**src/rtl/serial_add_ctrl.sv**
```systemverilog
// serial_add_ctrl: bit-serial add/subtract controller for the Mips32bit ALU.
// One singlebit_full_adder is reused over WIDTH cycles, LSB first, and the
// carry is kept in a register between cycles. start/done handshake to the ALU
// control. Optional build macro SERIAL_ADD_ZERO_FLAG_EN adds a 'zero' output
// that flags an all-zero result.

// One-bit full adder that the serial controller steps across the operand bits
module singlebit_full_adder (
   input  logic a,
   input  logic b,
   input  logic carry_in,
   output logic sum,
   output logic carry_out
);

   // Plain combinational sum and carry
   always_comb begin
      sum       = a ^ b ^ carry_in;
      carry_out = (a & b) | (a & carry_in) | (b & carry_in);
   end

endmodule

module serial_add_ctrl #(
   parameter int WIDTH = 32
) (
   input  logic             clk,
   input  logic             reset,
   input  logic             start,
   input  logic             sub,
   input  logic [WIDTH-1:0] op_a,
   input  logic [WIDTH-1:0] op_b,
   output logic             busy,
   output logic             done,
   output logic [WIDTH-1:0] result,
   output logic             carry_out,
   output logic             overflow
`ifdef SERIAL_ADD_ZERO_FLAG_EN
   ,
   output logic             zero
`endif
);

   localparam int CNT_W = $clog2(WIDTH);

   typedef enum logic [1:0] {
      IDLE = 2'd0,
      RUN  = 2'd1,
      DONE = 2'd2
   } state_t;

   state_t             state;
   state_t             state_next;

   logic [WIDTH-1:0]   shift_a;
   logic [WIDTH-1:0]   shift_b;
   logic [WIDTH-1:0]   shift_sum;
   logic [CNT_W-1:0]   bit_cnt;
   logic               carry_q;

   logic               fa_sum;
   logic               fa_cout;
   logic               last_bit;
   logic               cin_msb;

`ifdef SERIAL_ADD_ZERO_FLAG_EN
   logic               nonzero_acc;
`endif

   // The adder only ever sees the current LSBs and the registered carry
   singlebit_full_adder u_fa (
      .a         (shift_a[0]),
      .b         (shift_b[0]),
      .carry_in  (carry_q),
      .sum       (fa_sum),
      .carry_out (fa_cout)
   );

   // The counter is compared against WIDTH-1 rather than allowed to wrap, so
   // non-power-of-two widths work; the carry feeding the MSB is cin_msb
   always_comb begin
      last_bit = (bit_cnt == CNT_W'(WIDTH - 1));
      cin_msb  = carry_q;
   end

   // State register
   always_ff @(posedge clk) begin
      if (reset) state <= IDLE;
      else       state <= state_next;
   end

   // Next-state logic: start only matters in IDLE, DONE always lasts one cycle
   always_comb begin
      state_next = state;
      unique case (state)
         IDLE:    if (start) state_next = RUN;
         RUN:     if (last_bit) state_next = DONE;
         DONE:    state_next = IDLE;
         default: state_next = IDLE;
      endcase
   end

   // Handshake outputs decoded straight from the state
   always_comb begin
      busy = 1'b0;
      done = 1'b0;
      unique case (state)
         RUN:     busy = 1'b1;
         DONE:    done = 1'b1;
         default: ;
      endcase
   end

   // Datapath: capture operands on start, shift one bit per RUN cycle, and
   // publish result/flags only on the last bit so they hold between operations
   always_ff @(posedge clk) begin
      if (reset) begin
         shift_a     <= '0;
         shift_b     <= '0;
         shift_sum   <= '0;
         bit_cnt     <= '0;
         carry_q     <= 1'b0;
         result      <= '0;
         carry_out   <= 1'b0;
         overflow    <= 1'b0;
`ifdef SERIAL_ADD_ZERO_FLAG_EN
         nonzero_acc <= 1'b0;
         zero        <= 1'b0;
`endif
      end else begin
         unique case (state)
            IDLE: begin
               if (start) begin
                  shift_a     <= op_a;
                  shift_b     <= sub ? ~op_b : op_b;
                  carry_q     <= sub;
                  bit_cnt     <= '0;
`ifdef SERIAL_ADD_ZERO_FLAG_EN
                  nonzero_acc <= 1'b0;
`endif
               end
            end
            RUN: begin
               shift_a   <= shift_a >> 1;
               shift_b   <= shift_b >> 1;
               shift_sum <= {fa_sum, shift_sum[WIDTH-1:1]};
               carry_q   <= fa_cout;
`ifdef SERIAL_ADD_ZERO_FLAG_EN
               nonzero_acc <= nonzero_acc | fa_sum;
`endif
               if (last_bit) begin
                  result    <= {fa_sum, shift_sum[WIDTH-1:1]};
                  carry_out <= fa_cout;
                  overflow  <= cin_msb ^ fa_cout;
`ifdef SERIAL_ADD_ZERO_FLAG_EN
                  zero      <= ~(nonzero_acc | fa_sum);
`endif
               end else begin
                  bit_cnt <= bit_cnt + CNT_W'(1);
               end
            end
            default: ;
         endcase
      end
   end

endmodule

```
**config.mk**
```make
export PLATFORM = sky130hd
export DESIGN_NAME = serial_add_ctrl
export DESIGN_NICKNAME = d
export VERILOG_FILES = /design/src/rtl/serial_add_ctrl.sv
export SDC_FILE = /design/constraint.sdc
export NUM_CORES = 1
export LEC_CHECK = 0
export CAP_MARGIN = 25
export CORE_UTILIZATION = 24
export DETAILED_ROUTE_END_ITERATION = 6
export PLACE_DENSITY = 0.42
export SKIP_CTS_REPAIR_TIMING = 1
export SYNTH_ARGS = -nofsm -noshare
export SYNTH_HDL_FRONTEND = slang
export SYNTH_SLANG_ARGS = --single-unit
export TNS_END_PERCENT = 100
```
**constraint.sdc**
```tcl
create_clock -name clk -period 2 [get_ports clk]
set_input_delay 0.4 -clock clk [delete_from_list [all_inputs] [get_ports clk]]
set_output_delay 0.4 -clock clk [all_outputs]
set_load 0.02 [all_outputs]
```
# Word level (Yosys, flattened, before mapping)
# Cells that the tools add are included.
[word_totals]
register_bits = 138
inputBits = 68
output_inout_bits = 36
word_cells = 46
[classes]
add_sub_neg = 1
eq_ne = 6
n_mux = 15
bitwise_logic = 9
n_reduce_logical = 6
[ops]
columns = ["operator", "n"]
rows = [
  ["32-bit one-hot mux with 2 select lines", 2],
  ["32-bit two-way mux", 3],
  ["32-bit NOT", 1],
  ["5-bit two-way mux", 2],
  ["5-bit one-hot mux with 2 select lines", 1],
  ["2-bit inequality test (second input constant)", 3],
  ["2-bit AND reduction", 3],
  ["5-bit by 1-bit adder with 5-bit output (second input constant)", 1],
  ["5-bit equality test (second input constant)", 1],
  ["2-bit two-way mux", 2],
  ["2-bit one-hot mux with 2 select lines", 1],
  ["1-bit AND", 3],
  ["1-bit two-way mux", 3],
  ["3-bit AND reduction", 1],
  ["1-bit bitwise XOR", 3],
  ["2-bit by 1-bit equality test with 1-bit output (second input constant)", 1],
  ["2-bit equality test (second input constant)", 1],
  ["2-bit zero test", 1],
  ["1-bit OR", 2],
  ["1-bit one-hot mux with 2 select lines", 1],
  ["2-bit nonzero test", 1],
]

# Longest topological paths before layout
[depth]
ltp_word = 4
mapped_depth = 8

# Cells and area by module
# A second synthesis with hierarchy kept.
[hier_totals]
cells_unflattened = 654
area_unflattened_um2 = 6049.6
[modules_own_cells]
columns = ["module", "n_inst", "cells_each", "area_each_um2", "seq_area_each_um2"]
rows = [
  ["serial_add_ctrl", 1, 653, 6029.5, 2742.6],
  ["singlebit_full_adder", 1, 1, 20.0, 0.0],
]

# Least setup slack after synthesis
# No wires, ideal clock.
[synth_timing]
kind = "reg-to-reg"
start = "register bit_cnt[0]"
end = "register bit_cnt[3]"
setup_time_ns = 0.121
arrival_ns = 1.774
t_required_ns = 1.879
slack_ns = 0.105
path_stages_with_launch = 8
n_path_buf = 1
synth_period_minus_slack_ns = 1.895
cell_sequence = "dfxtp_1 ha_1 and3_1 ha_1 buf_2 nand2b_1 a211oi_1 mux2_2"
[synth_between]
elab_chain_cells = 3
elab_cells_between_ends = 6
cone_classes = "1 x add/sub; 2 x eq/ne; 2 x mux; 1 x reduce/logical"
[synth_lines]
columns = ["element", "line_no", "rtl"]
rows = [
  ["start, declared", "58", "logic [CNT_W-1:0] bit_cnt;"],
  ["start signal, assigned", "159", "bit_cnt <= bit_cnt + CNT_W'(1);"],
  ["5-bit by 1-bit adder with 5-bit output or 5-bit equality test (tied branches)", "159, 82", ""],
  ["5-bit two-way mux or 2-bit inequality test (tied branches)", "n/a", ""],
  ["5-bit one-hot mux with 2 select lines or 3-bit AND reduction (tied branches)", "n/a", ""],
]
# Parallel ways exist; a longest one is shown, timed or not. The select of a mux whose other input is x is not followed.
# A chain may end at the register's enable or synchronous reset.

# Worst setup path in the final report
# Same ends and word-level chain as after synthesis.

==> impl_metrics.yaml <==
outcome:
  run_status: "completed"
die:
  core_um2: 24400
  io_pins: 104
  rows: 57
  die_h_um: 160
  start_util: 0.245
  die_w_um: 160
  die_area_um2: 25600
place:
  io_buffers: 103
  gp_congestion: 0.675
  place_hpwl_um: 8920
  placed_area_um2: 7240
grt:
  antenna_found_initial: 0
  grt_pass1_wl_um: 22700
  grt_max_degree: 65
  grtUsageTotal: 0.112
  grt-ovfl-total: 0
  grt_pass1_vias: 4414
finish:
  final_cell_mix: "dfxtp_1 (136), clkdlybuf4s50_1 (99), nor2_1 (87), nand2_1 (67), a21oi_1 (36)"
  fillers: 2487
  finish.utilization: 0.324
  synthToLayoutAreaGrowth_pct: 32.2
  layout-drive-gt1-share: 0.186
  final_common_cell: "dfxtp_1"
  num_antenna_cells: 0
  final_nets: 747
  stdcell_area_um2: 7910
timing:
  timing_worst_slew_pin_value_ps: 677
  fmax_mhz: 530
  timing.hold.ws_ps: 368
  slew_headroom: 0.549
  slew_violations: 0
  clock_skew_ps: 4.93
  finalSetupViolCount: 0
  period_needed_ps: 1890
  finalSetupTns_ps: 0
  hold_viol_final: 0
  period_share: 0.944
  grt_setup_unrepaired: "no"
critical_path:
  end_kind: "flip-flop"
  crit_family: "adder cells"
  r2r-start: "bit_cnt[0]"
  crit_buf_inv: 0
  path_depth: 6
  r2r_cells: 6
  r2r_setup_slack_ps: 110
  r2r_end: "bit_cnt[3]"
  worst-path-max-fanout: 5
  cp-startpoint: "bit_cnt[0]"
  slowest_stage: "mux2_2"
  crit_chain: "ha_1 -> and3_1 -> ha_4 -> nand2b_1 -> a211oi_1 -> mux2_2"
  critPathKind: "flip-flop to flip-flop"
  arrival_ps: 2190
  worstPathRequired_ps: 2310
  start_kind: "flip-flop"
  cpPeakStageDelay_ps: 360
clocking:
  cts_buffers: 17
  htreeDepth: 4
  cts_tree: "built"
  clk_pin_slew_worst_paths_ps: 60
  root_buffer: "clkbuf_16"
  cts.sinks: 137
  cts_buffer_depth: 2
  clock_latency_ps: 410
pwr:
  total_power_mw: 7.18
  p_per_area_nw_per_um2: 909
  total_leakage_power_nw: 2.83
  ir_worst_vdd_mv: 0.459
route:
  avgViaCountPerCell: 4.34
  postRouteAntennaNets: 0
  via_count: 4397
  drcViolationCount: 0
  detailedRoute.firstIterationViolations: 232
  wire_per_inst_um: 13.5
  firstDrtPassIters: 4
  routed_wl_um: 13700
logic_synthesis:
  syn_nets: 660
  yosysTopAreaCell: "dfxtp_1"
  synthAdderAreaFrac: 0.00753
  synth_xor_area_frac: 0.0483
  ys_warn_count: 0
  synth-seq-cells: 137
  ys_top_cells_by_area: "dfxtp_1 (46%), a2111oi_2 (7.8%), nor2_1 (5.5%)"
  synth-compound-area-share: 0.223
  synth_top_area_frac: 0.459
  ys_seq_area_frac: 0.459
  synth_top_family_by_area: "compound AO/OA/AOI/OAI gates"
  synth-simple-area-share: 0.134
  syn_avg_cell_area_um2: 10.2
  syn_area_um2: 5980
  synth_cell_types: 37
  netlist_instances: 589
  synthMuxAreaShare: 0.0592
hold_path:
  min_path_cells: 2
  hold_end: "shift_b[31]"
  hold_class: "input port to flip-flop"
  hold_path_startpoint: "reset"
flow_run:
  cap_violations: 0
[registers in the layout, indices dropped and copies added, names as in the netlist]
signal / cells
bit_cnt: 5
carry_out: 1
carry_q: 1
overflow: 1
result: 32
shift_a: 32
shift_b: 32
shift_sum: 31
state: 2
[cell usage after synthesis]
cell type	n
mux2i_1	32
a211oi_1	11
nand3b_4	1
xnor2_1	31
mux2_2	3
nor2b_1	2
buf_12	1
o21bai_1	1
a22o_1	31
nor3_1	3
a22oi_1	2
and3_1	1
xor2_1	2
a31oi_1	2
buf_2	19
ha_1	2
buf_6	15
buf_1	2
clkbuf_1	5
a211oi_2	22
inv_4	1
nor3b_2	1
buf_8	1
nor3b_1	3
nand3_1	8
fa_1	1
a2111oi_2	31
dfxtp_1	137
a21oi_1	36
a21oi_4	1
nor2_2	10
clkbuf_4	3
nor2_1	88
o21ba_1	1
nand2b_1	4
buf_4	8
nand2_1	67
[worst reg2reg max path, cell delays in order (launching register included)]
cell and delay, ps:
dfxtp_1 330, ha_1 210, and3_1 210, ha_4 200, nand2b_1 180, a211oi_1 290
mux2_2 360
[worst max path at each step]
stage / endpoint
global placement: result[20]
finish: bit_cnt[3]
CTS: busy
global route: bit_cnt[3]
detailed placement: result[26]
floorplan: bit_cnt[3]
[report_power, final]
group / leakage (nW) / internal, mW / total (mW) / switching (mW)
sequential: 1.12 / 2.87 / 2.95 / 0.0779
clock: 0.308 / 2.02 / 3.36 / 1.34
combinational: 1.40 / 0.416 / 0.876 / 0.461
[layer usage]
layer	routed length [um]	GRT usage	vias up	part of all wire
met5	0	0	-	0
met4	119	0.0364	0	0.0087
met3	518	0.0345	8	0.038
met2	6590	0.184	79	0.48
met1	6470	0.139	2065	0.47
li1	-	-	2245	-
[metrics by stage]
step | worst slack [ps] | instances
2_1_floorplan | 105 | 589
4_1_cts | -38.2 | 1012
5_1_grt | 27.8 | 1013
3_5_place_dp | 17.0 | 980
6_report | 112 | 1013
3_3_place_gp | 54.1 | 980
[cells by family (layout without fill, tap and decap cells)]
family,after synthesis,after routing
compound gates,138,139
xor+xnor,33,33
simple gates,188,188
fa+ha+maj,3,3
buf+inv,55,154
mux,35,35
flops,137,137
[area by class of cell]
cell class                 count  area [um^2]  share of cell area
multi-input combinational    398         2870               0.363
sequential                   137         2740               0.347
timing repair buffer         121         1250               0.158
clock buffer                  17          425              0.0538
tap                          324          405              0.0513
clock inverter                15          204              0.0258
inverter                       1         6.26            0.000791
Note: power is estimated with default switching activity, not from simulation.
==> variant (config.mk and constraints unchanged) <==
Put one more register stage on the output `result`, with the module's reset. The value now appears one clock later. The other outputs are not delayed to match.
--- a/src/rtl/serial_add_ctrl.sv
+++ b/src/rtl/serial_add_ctrl.sv
@@ -48,6 +48,8 @@
       RUN  = 2'd1,
       DONE = 2'd2
    } state_t;
+
+   logic [WIDTH-1:0] result_s0;
 
    state_t             state;
    state_t             state_next;
@@ -120,7 +122,7 @@
          shift_sum   <= '0;
          bit_cnt     <= '0;
          carry_q     <= 1'b0;
-         result      <= '0;
+         result_s0   <= '0;
          carry_out   <= 1'b0;
          overflow    <= 1'b0;
 `ifdef SERIAL_ADD_ZERO_FLAG_EN
@@ -149,7 +151,7 @@
                nonzero_acc <= nonzero_acc | fa_sum;
 `endif
                if (last_bit) begin
-                  result    <= {fa_sum, shift_sum[WIDTH-1:1]};
+                  result_s0 <= {fa_sum, shift_sum[WIDTH-1:1]};
                   carry_out <= fa_cout;
                   overflow  <= cin_msb ^ fa_cout;
 `ifdef SERIAL_ADD_ZERO_FLAG_EN
@@ -164,5 +166,13 @@
       end
    end
 
+   always_ff @(posedge clk) begin
+      if (reset) begin
+         result <= '0;
+      end else begin
+         result <= result_s0;
+      end
+   end
+
 endmodule
 
Function: same outputs for any inputs over 10 cycles, from zero or initial values and one cycle with reset high; that may be too few to reach the edited logic, so the function may still have changed.
==> variant against the unedited design <==
Sequential cell count grew 32; design area rose by 9.4%; hold slack worse by 0.018 ns; power grew 7.9%; wire length rose by 12%; area after synthesis up 12%; count of clock-buffer cells in the layout is the same; setup slack better by 0.0035 ns; critical endpoint unchanged.
==> variant: results (changes against the unedited design) <==
{
  "synth.mux.area_fraction": {"value": 0.0530, "change": "was 0.0592"},
  "synth_fp_nets": {"value": 727, "change": "was 660"},
  "clock_tree_area_fraction": {"value": 0.0670, "change": "was 0.0796"},
  "fin_skew": {"value": 0.0106, "unit": "ns", "change": "was 0.00493 ns"},
  "routabilityCongestion": {"value": 0.749, "change": "was 0.675"},
  "synth.lib_cells_used.distinct": {"value": 33, "change": "was 37"},
  "result_of_the_run": {"value": "finished clean", "change": "unchanged"},
  "clock_power": {"value": 3.31, "unit": "mW", "change": "was 3.36 mW"},
  "p_comb": {"value": 859, "unit": "uW", "change": "was 876 uW"},
  "grtUsageTotal": {"value": 0.113, "change": "was 0.112"},
  "postLayoutCellArea": {"value": 8650, "unit": "um2", "change": "was 7910 um2"},
  "wl_met3": {"value": 789, "unit": "um", "change": "was 518 um"},
  "synth.cells.most_frequent": {"value": "dfxtp_1, nor2_1, nand2_1", "change": "unchanged"},
  "total_power": {"value": 7.75, "unit": "mW", "change": "was 7.18 mW"},
  "internal_power": {"value": 5.68, "unit": "mW", "change": "was 5.31 mW"},
  "route.final.wire_length": {"value": 15400, "unit": "um", "change": "was 13,700 um"},
  "synth_sequential_area_ratio": {"value": 0.507, "change": "was 0.459"},
  "clkLatencyLatePin": {"value": 0.43, "unit": "ns", "change": "was 0.41 ns"},
  "use_met1": {"value": 0.138, "change": "was 0.139"},
  "synth-xor-area-share": {"value": 0.0433, "change": "was 0.0483"},
  "drt_iter0_drc": {"value": 189, "change": "was 232"},
  "grt.met2_usage": {"value": 0.187, "change": "was 0.184"},
  "place_area": {"value": 8060, "unit": "um2", "change": "was 7240 um2"},
  "place_hpwl": {"value": 9910, "unit": "um", "change": "was 8920 um"},
  "grt_first_pass_wirelength": {"value": 25600, "unit": "um", "change": "was 22,700 um"},
  "area_fraction_in_compound_gates_after_synthesis": {"value": 0.188, "change": "was 0.223"}
}
variant: cell count changes after synthesis, moves of 12 or more:
cell	change
dfxtp_1	+32
nor2b_1	+32
a22o_1	-31
o22a_1	+31
a211oi_1	+12
a211oi_2	-12
variant: kinds of logic (layout without fill, tap and decap cells):
group / Yosys count / in the layout
and+or+nand+nor: 221 / 221
DFF: 169 / 169
AOI/OAI and AO/OA: 137 / 137
buffers and inverters: 58 / 158
muxes: 35 / 35
xor gates and xnor gates: 33 / 33
adders and majority gates: 3 / 3
variant: through the flow:
step / std cells / TNS (ns)
floorplan: 656 / 0
global placement: 1096 / 0
detailed placement: 1096 / 0
CTS: 1128 / -0.0801
global route: 1128 / 0
finish: 1128 / 0
variant: worst paths after layout:
kind / start / end / slack, ns / cells after the start
max: bit_cnt[0] / bit_cnt[3] / 0.12 / 6
min: reset / shift_sum[4] / 0.35 / 2
max reg2reg: bit_cnt[0] / bit_cnt[3] / 0.12 / 6
min reg2reg: result_s0[31] / result_s0[31] / 0.46 / 2
